<file path="config.mk">
export PLATFORM = sky130hd
export DESIGN_NAME = sp701_fir_top
export DESIGN_NICKNAME = d
export VERILOG_FILES = /design/src/rtl/sp701_fir_top.sv
export SDC_FILE = /design/constraint.sdc
export NUM_CORES = 1
export LEC_CHECK = 0
export ABC_CLOCK_PERIOD_IN_PS = 3340
export CAP_MARGIN = 20
export CORE_MARGIN = 2
export CORE_UTILIZATION = 45
export DETAILED_ROUTE_END_ITERATION = 8
export PLACE_DENSITY = 0.74
export SLEW_MARGIN = 5
export SYNTH_ARGS = -nofsm -noshare
export SYNTH_HDL_FRONTEND = slang
export SYNTH_SLANG_ARGS = --single-unit
export TNS_END_PERCENT = 100
</file>
<file path="constraint.sdc">
create_clock -name sys_diff_clock_clk_p -period 3.34 [get_ports sys_diff_clock_clk_p]
set_clock_uncertainty 0.1 [all_clocks]
set_input_delay 0.668 -clock sys_diff_clock_clk_p [delete_from_list [all_inputs] [get_ports sys_diff_clock_clk_p]]
set_output_delay 0.668 -clock sys_diff_clock_clk_p [all_outputs]
set_load 0.1 [all_outputs]
</file>
<file path="src/rtl/sp701_fir_top.sv">
// sp701_fir_top
//   Board-level top of the SP701 AXI4-Stream FIR demonstrator: a deterministic
//   test-signal source feeds an 8-tap fixed-coefficient FIR whose master port
//   drains into an always-ready sink. Filter results are brought out for
//   simulation and ILA observation.
//
// Parameters
//   STIM_MODE   : 0 = single impulse, 1 = square wave
//   AMP         : source amplitude (signed 16-bit, positive)
//   HALF_PERIOD : square-wave half period in samples (>=1)
//   SAMPLE_DIV  : clocks per source sample (>=2)
//
// Ports
//   sys_diff_clock_clk_p : positive clock leg, all logic on its rising edge
//   sys_diff_clock_clk_n : negative clock leg (complement only, unused here)
//   reset                : asynchronous active-low reset button
//   fir_tdata            : registered signed FIR output sample
//   fir_tvalid           : one-clock pulse per FIR output sample
//   src_tdata            : signed source sample currently offered to the FIR
module sp701_fir_top #(
    parameter int STIM_MODE   = 1,
    parameter int AMP         = 1000,
    parameter int HALF_PERIOD = 16,
    parameter int SAMPLE_DIV  = 4
) (
    input  logic        sys_diff_clock_clk_p,
    input  logic        sys_diff_clock_clk_n,
    input  logic        reset,
    output logic [31:0] fir_tdata,
    output logic        fir_tvalid,
    output logic [15:0] src_tdata
);

    localparam int DATA_W = 16;
    localparam int COEF_W = 8;
    localparam int STAGES = 8;
    localparam int ACC_W  = DATA_W + COEF_W + 3;
    localparam int OUT_W  = 32;
    localparam int DIV_W  = (SAMPLE_DIV > 1) ? $clog2(SAMPLE_DIV) : 1;

    localparam logic [DIV_W-1:0]         DIV_LAST = DIV_W'(SAMPLE_DIV - 1);
    localparam logic [31:0]              HP_LAST  = 32'(HALF_PERIOD - 1);
    localparam logic signed [DATA_W-1:0] AMP_POS  = DATA_W'(AMP);
    localparam logic signed [DATA_W-1:0] AMP_NEG  = -AMP_POS;

    logic clk;
    logic unused_clk_n;

    // The differential pair is resolved by an IBUFDS on hardware; here only
    // the positive leg is needed.
    assign clk          = sys_diff_clock_clk_p;
    assign unused_clk_n = sys_diff_clock_clk_n;

    function automatic logic signed [COEF_W-1:0] coef(input int i);
        case (i)
            0:       coef = 8'sd1;
            1:       coef = 8'sd2;
            2:       coef = 8'sd3;
            3:       coef = 8'sd4;
            4:       coef = 8'sd4;
            5:       coef = 8'sd3;
            6:       coef = 8'sd2;
            default: coef = 8'sd1;
        endcase
    endfunction

    // Full-precision signed product, already widened to accumulator width.
    function automatic logic signed [ACC_W-1:0] mul_tap(
        input logic signed [DATA_W-1:0] x,
        input logic signed [COEF_W-1:0] c
    );
        logic signed [ACC_W-1:0] xe;
        logic signed [ACC_W-1:0] ce;
        xe = $signed({{(ACC_W - DATA_W){x[DATA_W-1]}}, x});
        ce = $signed({{(ACC_W - COEF_W){c[COEF_W-1]}}, c});
        mul_tap = xe * ce;
    endfunction

    function automatic logic signed [OUT_W-1:0] sext_out(input logic signed [ACC_W-1:0] a);
        sext_out = $signed({{(OUT_W - ACC_W){a[ACC_W-1]}}, a});
    endfunction

    // Reset: asserts asynchronously, releases two clocks after the button.
    logic [1:0] rst_sync;
    logic       rst_n;

    always_ff @(posedge clk or negedge reset) begin
        if (!reset) begin
            rst_sync <= 2'b00;
        end else begin
            rst_sync <= {rst_sync[0], 1'b1};
        end
    end

    assign rst_n = rst_sync[1];

    // Stage p0: test-signal source and handshake
    logic [DIV_W-1:0]         div_cnt;
    logic [31:0]              idx;
    logic [31:0]              hp_cnt;
    logic                     phase;
    logic signed [DATA_W-1:0] x_cur;
    logic signed [DATA_W-1:0] src_p0;
    logic                     src_tvalid;
    logic                     s_tready;
    logic                     m_tready;
    logic                     vld_p0;
    logic                     vld_p1;

    assign m_tready   = 1'b1;
    assign src_tvalid = (div_cnt == DIV_LAST);
    assign s_tready   = !vld_p1 || m_tready;
    assign vld_p0     = src_tvalid && s_tready;

    always_comb begin
        x_cur = (STIM_MODE == 0) ? ((idx == 32'd0) ? AMP_POS : '0)
                                 : (phase ? AMP_NEG : AMP_POS);
    end

    always_ff @(posedge clk or negedge rst_n) begin
        if (!rst_n) begin
            div_cnt <= '0;
            idx     <= '0;
            hp_cnt  <= '0;
            phase   <= 1'b0;
            src_p0  <= '0;
        end else begin
            // The divider parks on its last count while the offer is refused,
            // which keeps tvalid asserted until acceptance.
            if (!(src_tvalid && !s_tready)) begin
                div_cnt <= (div_cnt == DIV_LAST) ? '0 : div_cnt + DIV_W'(1);
            end
            // Index and phase only move on a transfer, so this holds tdata
            // stable while an offer is pending.
            src_p0 <= x_cur;
            if (vld_p0) begin
                idx <= idx + 32'd1;
                // On index wrap floor(n/HALF_PERIOD) restarts at zero.
                if (idx == 32'hFFFF_FFFF) begin
                    hp_cnt <= '0;
                    phase  <= 1'b0;
                end else if (hp_cnt == HP_LAST) begin
                    hp_cnt <= '0;
                    phase  <= ~phase;
                end else begin
                    hp_cnt <= hp_cnt + 32'd1;
                end
            end
        end
    end

    // Stage p1: FIR delay line and registered result
    logic signed [DATA_W-1:0] hist_p0 [STAGES-1];
    logic signed [ACC_W-1:0]  acc;
    logic signed [OUT_W-1:0]  fir_p1;

    // The incoming sample acts as tap 0; hist_p0 holds x[n-1]..x[n-7].
    always_comb begin
        acc = mul_tap(src_p0, coef(0));
        for (int i = 1; i < STAGES; i++) begin
            acc = acc + mul_tap(hist_p0[i-1], coef(i));
        end
    end

    always_ff @(posedge clk or negedge rst_n) begin
        if (!rst_n) begin
            for (int i = 0; i < STAGES - 1; i++) begin
                hist_p0[i] <= '0;
            end
            fir_p1 <= '0;
            vld_p1 <= 1'b0;
        end else begin
            if (vld_p0) begin
                hist_p0[0] <= src_p0;
                for (int i = 1; i < STAGES - 1; i++) begin
                    hist_p0[i] <= hist_p0[i-1];
                end
                fir_p1 <= sext_out(acc);
            end
            vld_p1 <= vld_p0 || (vld_p1 && !m_tready);
        end
    end

    assign fir_tdata  = fir_p1;
    assign fir_tvalid = vld_p1;
    assign src_tdata  = src_p0;

endmodule

</file>
==> results.yml <==
routing:
  wirelength_um: 14300
  vias: 4973
  antenna_left: 0
  drc: 0
  via_per_inst: 5.26
  dr.pass1.iters: 4
  drtIter0Drc: 271
  wl_per_cell_um: 15.1
timing:
  final.period_utilization_pct: 136
  max-slew-margin-rel_pct: 43.9
  hold_slack_ns: 0.252
  rsz0062_at_grt: "yes"
  max_freq_mhz: 220
  period_minus_slack_ns: 4.55
  final_hold_viol_count: 0
  fin_ws_ns: -1.21
  setup_viol: 19
  tightest_slew_ns: 0.835
  maxSlewViolCount: 0
grt:
  grt_first_pass_wirelength_um: 24800
  grt_max_degree: 64
  gr-total-overflow: 0
  grt_pass1_vias: 5318
  gr-usage-all-layers_pct: 19.0
  antenna_found_initial: 0
floorplan:
  rows: 45
  fp.dieH_um: 128
  core_mm2: 0.0151
  initial_core_util_pct: 46.0
  chipWidth_um: 128
  dieArea_mm2: 0.0165
  boundaryPins: 52
worst_setup_path:
  worstPathArrival_ns: 4.74
  cp-start-kind: "flip-flop"
  worst_setup_path_end_kind: "flip-flop"
  cp.required_ns: 3.53
  crit_fanout: 3
  setup.worst_path.class: "flip-flop to flip-flop"
synth:
  yosys_warnings: 0
  async_flop_share_pct: 100
  yosysSeqAreaShare_pct: 41.7
  avgSynthCellArea_um2: 10.7
  synth_edf_count: 0
  ys_ff_latch: 116
  synth_cell_types: 45
  synthFlopType: "dfrtp_1"
  syn_inst: 649
  netlist_area_mm2: 0.00697
place:
  dp.cells: 905
  dp.final_hpwl_um: 9970
  place_congestion: 0.821
  portBuffers: 44
clock_network:
  cts_hold_buf: 0
  clk_pin_slew_worst_paths_ns: 0.06
  htreeDepth: 4
  numCtsBuffers: 17
  cts_max_path_buffers: 2
  clock-sinks: 116
  cts_tree: "yes"
  cts-root-buf: "clkbuf_16"
  clk_latency_ns: 0.42
power_and_ir_drop:
  power_density_mw_per_mm2: 436
  peakVddDrop_uv: 364
  p_leak_uw: 0.00413
layout:
  fin_util_pct: 57.6
  insertedDiodeCount: 0
  fin_cells: 946
  syn_to_final_growth_pct: 25.2
  final_nets: 824
  drive_gt1_share_pct: 29.0
outcome:
  outcome: "finished with violations"
  violations: "setup timing"
job:
  maxCapViolCount: 0
min_path:
  min_path_type: "flip-flop to flip-flop"
[synthesized netlist by cell type, types with 3 or more instances]
cell       count  area [um2]
a21o_1         4        30.0
a21oi_1       18        90.1
o21bai_1       3        22.5
nor2_1        51         191
dfrtp_1      116        2900
o2111ai_1      3        26.3
nor3_1        11        55.1
nand3_1       18        90.1
fa_1          44         881
buf_2          3        15.0
nand2_1       32         120
inv_1         84         315
and3_1        10        62.6
xnor2_1       37         324
ha_1          31         388
o21ai_0       12        60.1
buf_4         24         180
mux2_2        29         327
or3_1          3        18.8
buf_1          6        22.5
clkbuf_1       3        11.3
and4_1         7        61.3
and2_1         3        18.8
xor2_1        27         236
nand4_1       31         194
nor4_1        12        75.1
[stage by stage]
stage / total power (uW) / TNS, ns / cell area, um2 / setup WS [ns]
floorplan: 1840 / -23.01 / 7100 / -1.42
global placement: 1910 / -20.02 / 7840 / -1.25
detailed placement: 1920 / -21.76 / 7840 / -1.37
CTS: 3810 / -20.12 / 8610 / -1.32
global route: 3930 / -23.29 / 8720 / -1.36
finish: 3800 / -20.22 / 8720 / -1.21
[registers in the layout, indices dropped and copies added, names as in the netlist]
signal	count
phase	1
div_cnt	2
fir_tvalid	1
hist_p0	21
hp_cnt	32
src_tdata	3
idx	32
rst_sync	2
fir_tdata	22
[layout make-up]
type | instances | area (um2)
well taps | 188 | 235
repair buffers | 108 | 821
multi-input cells | 419 | 3840
fillers | 1213 | 6420
flip-flops and latches | 116 | 2910
clock inverters | 8 | 126
inverters | 84 | 315
clock buffers | 23 | 478
[routing by layer]
layer	vias up	share of wire, %	track usage [%]
li1	2341	-	-
met1	2537	43	23.1
met2	68	52	32.7
met3	27	3.0	4.82
met4	0	1.9	7.11
met5	-	0	0
[cell usage in the layout, fill, tap and decap left out, types with 3 or more instances in the layout]
| master | instances |
|---|---|
| nand4_1 | 31 |
| mux2_2 | 24 |
| clkbuf_16 | 17 |
| inv_1 | 76 |
| and4_1 | 7 |
| dfrtp_2 | 3 |
| bufinv_16 | 3 |
| o2111ai_1 | 3 |
| clkbuf_8 | 3 |
| nand2_1 | 31 |
| mux2_4 | 5 |
| fa_2 | 5 |
| a21oi_4 | 3 |
| nand3_1 | 17 |
| xor2_1 | 27 |
| o21ai_0 | 9 |
| dfrtp_1 | 112 |
| nor4_1 | 12 |
| clkbuf_1 | 3 |
| and2_1 | 3 |
| a21oi_1 | 4 |
| a21oi_2 | 11 |
| buf_4 | 105 |
| and3_1 | 10 |
| a21o_1 | 4 |
| nor2_1 | 51 |
| conb_1 | 8 |
| fa_1 | 39 |
| inv_2 | 8 |
| xnor2_1 | 35 |
| ha_4 | 5 |
| ha_1 | 25 |
| clkinvlp_4 | 3 |
| nor3_1 | 11 |
[logic make-up (layout without fill, tap and decap cells)]
| family | Yosys count | in the layout | synth area share [%] |
|---|---|---|---|
| and+or+nand+nor | 187 | 187 | 14.2 |
| buffers and inverters | 120 | 223 | 7.81 |
| DFF | 116 | 116 | 41.7 |
| adders and majority gates | 75 | 75 | 18.2 |
| xor gates and xnor gates | 64 | 64 | 8.05 |
| AOI/OAI and AO/OA | 55 | 55 | 5.08 |
| muxes | 30 | 30 | 4.83 |
| other | 2 | 8 | 0.108 |
[worst max-delay path, stage by stage (launching register included)]
cell and delay (ns):
dfrtp_1 0.39, fa_1 0.53, inv_1 0.05, fa_1 0.47
inv_1 0.05, fa_2 0.34, fa_1 0.55, inv_2 0.04
fa_1 0.52, inv_2 0.06, ha_4 0.15, fa_2 0.36
a21oi_4 0.16, o21bai_4 0.09, buf_4 0.15, a21oi_4 0.17
or4_4 0.15, nand4_1 0.08
[power by group]
group	switching, uW	internal, uW	leakage, uW
clock network	650	1230	0.000285
registers	33.1	1440	0.00149
logic	325	125	0.00235
total	1010	2790	0.00413
[worst paths after layout]
kind	from	endpoint	slack, ns	cells after the start
setup / recovery	hist_p0[30]	fir_tdata[12]	-1.21	17
hold / removal	rst_sync[0]	rst_sync[1]	0.25	0
setup reg to reg	hist_p0[30]	fir_tdata[12]	-1.21	17
hold reg to reg	rst_sync[0]	rst_sync[1]	0.25	0
max in group asynchronous	rst_sync[1]	idx[14]	1.89	1
min in group asynchronous	reset	rst_sync[1]	0.30	1
[what timing repair did]
| item | CTS | global route |
|---|---|---|
| gates cloned | 0 | 0 |
| setup endpoints to repair | 20 | 20 |
| gates resized for setup | 21 | 22 |
| pin swaps | 25 | 11 |
| setup buffers | 7 | 3 |
(Power assumes the default switching activity.)
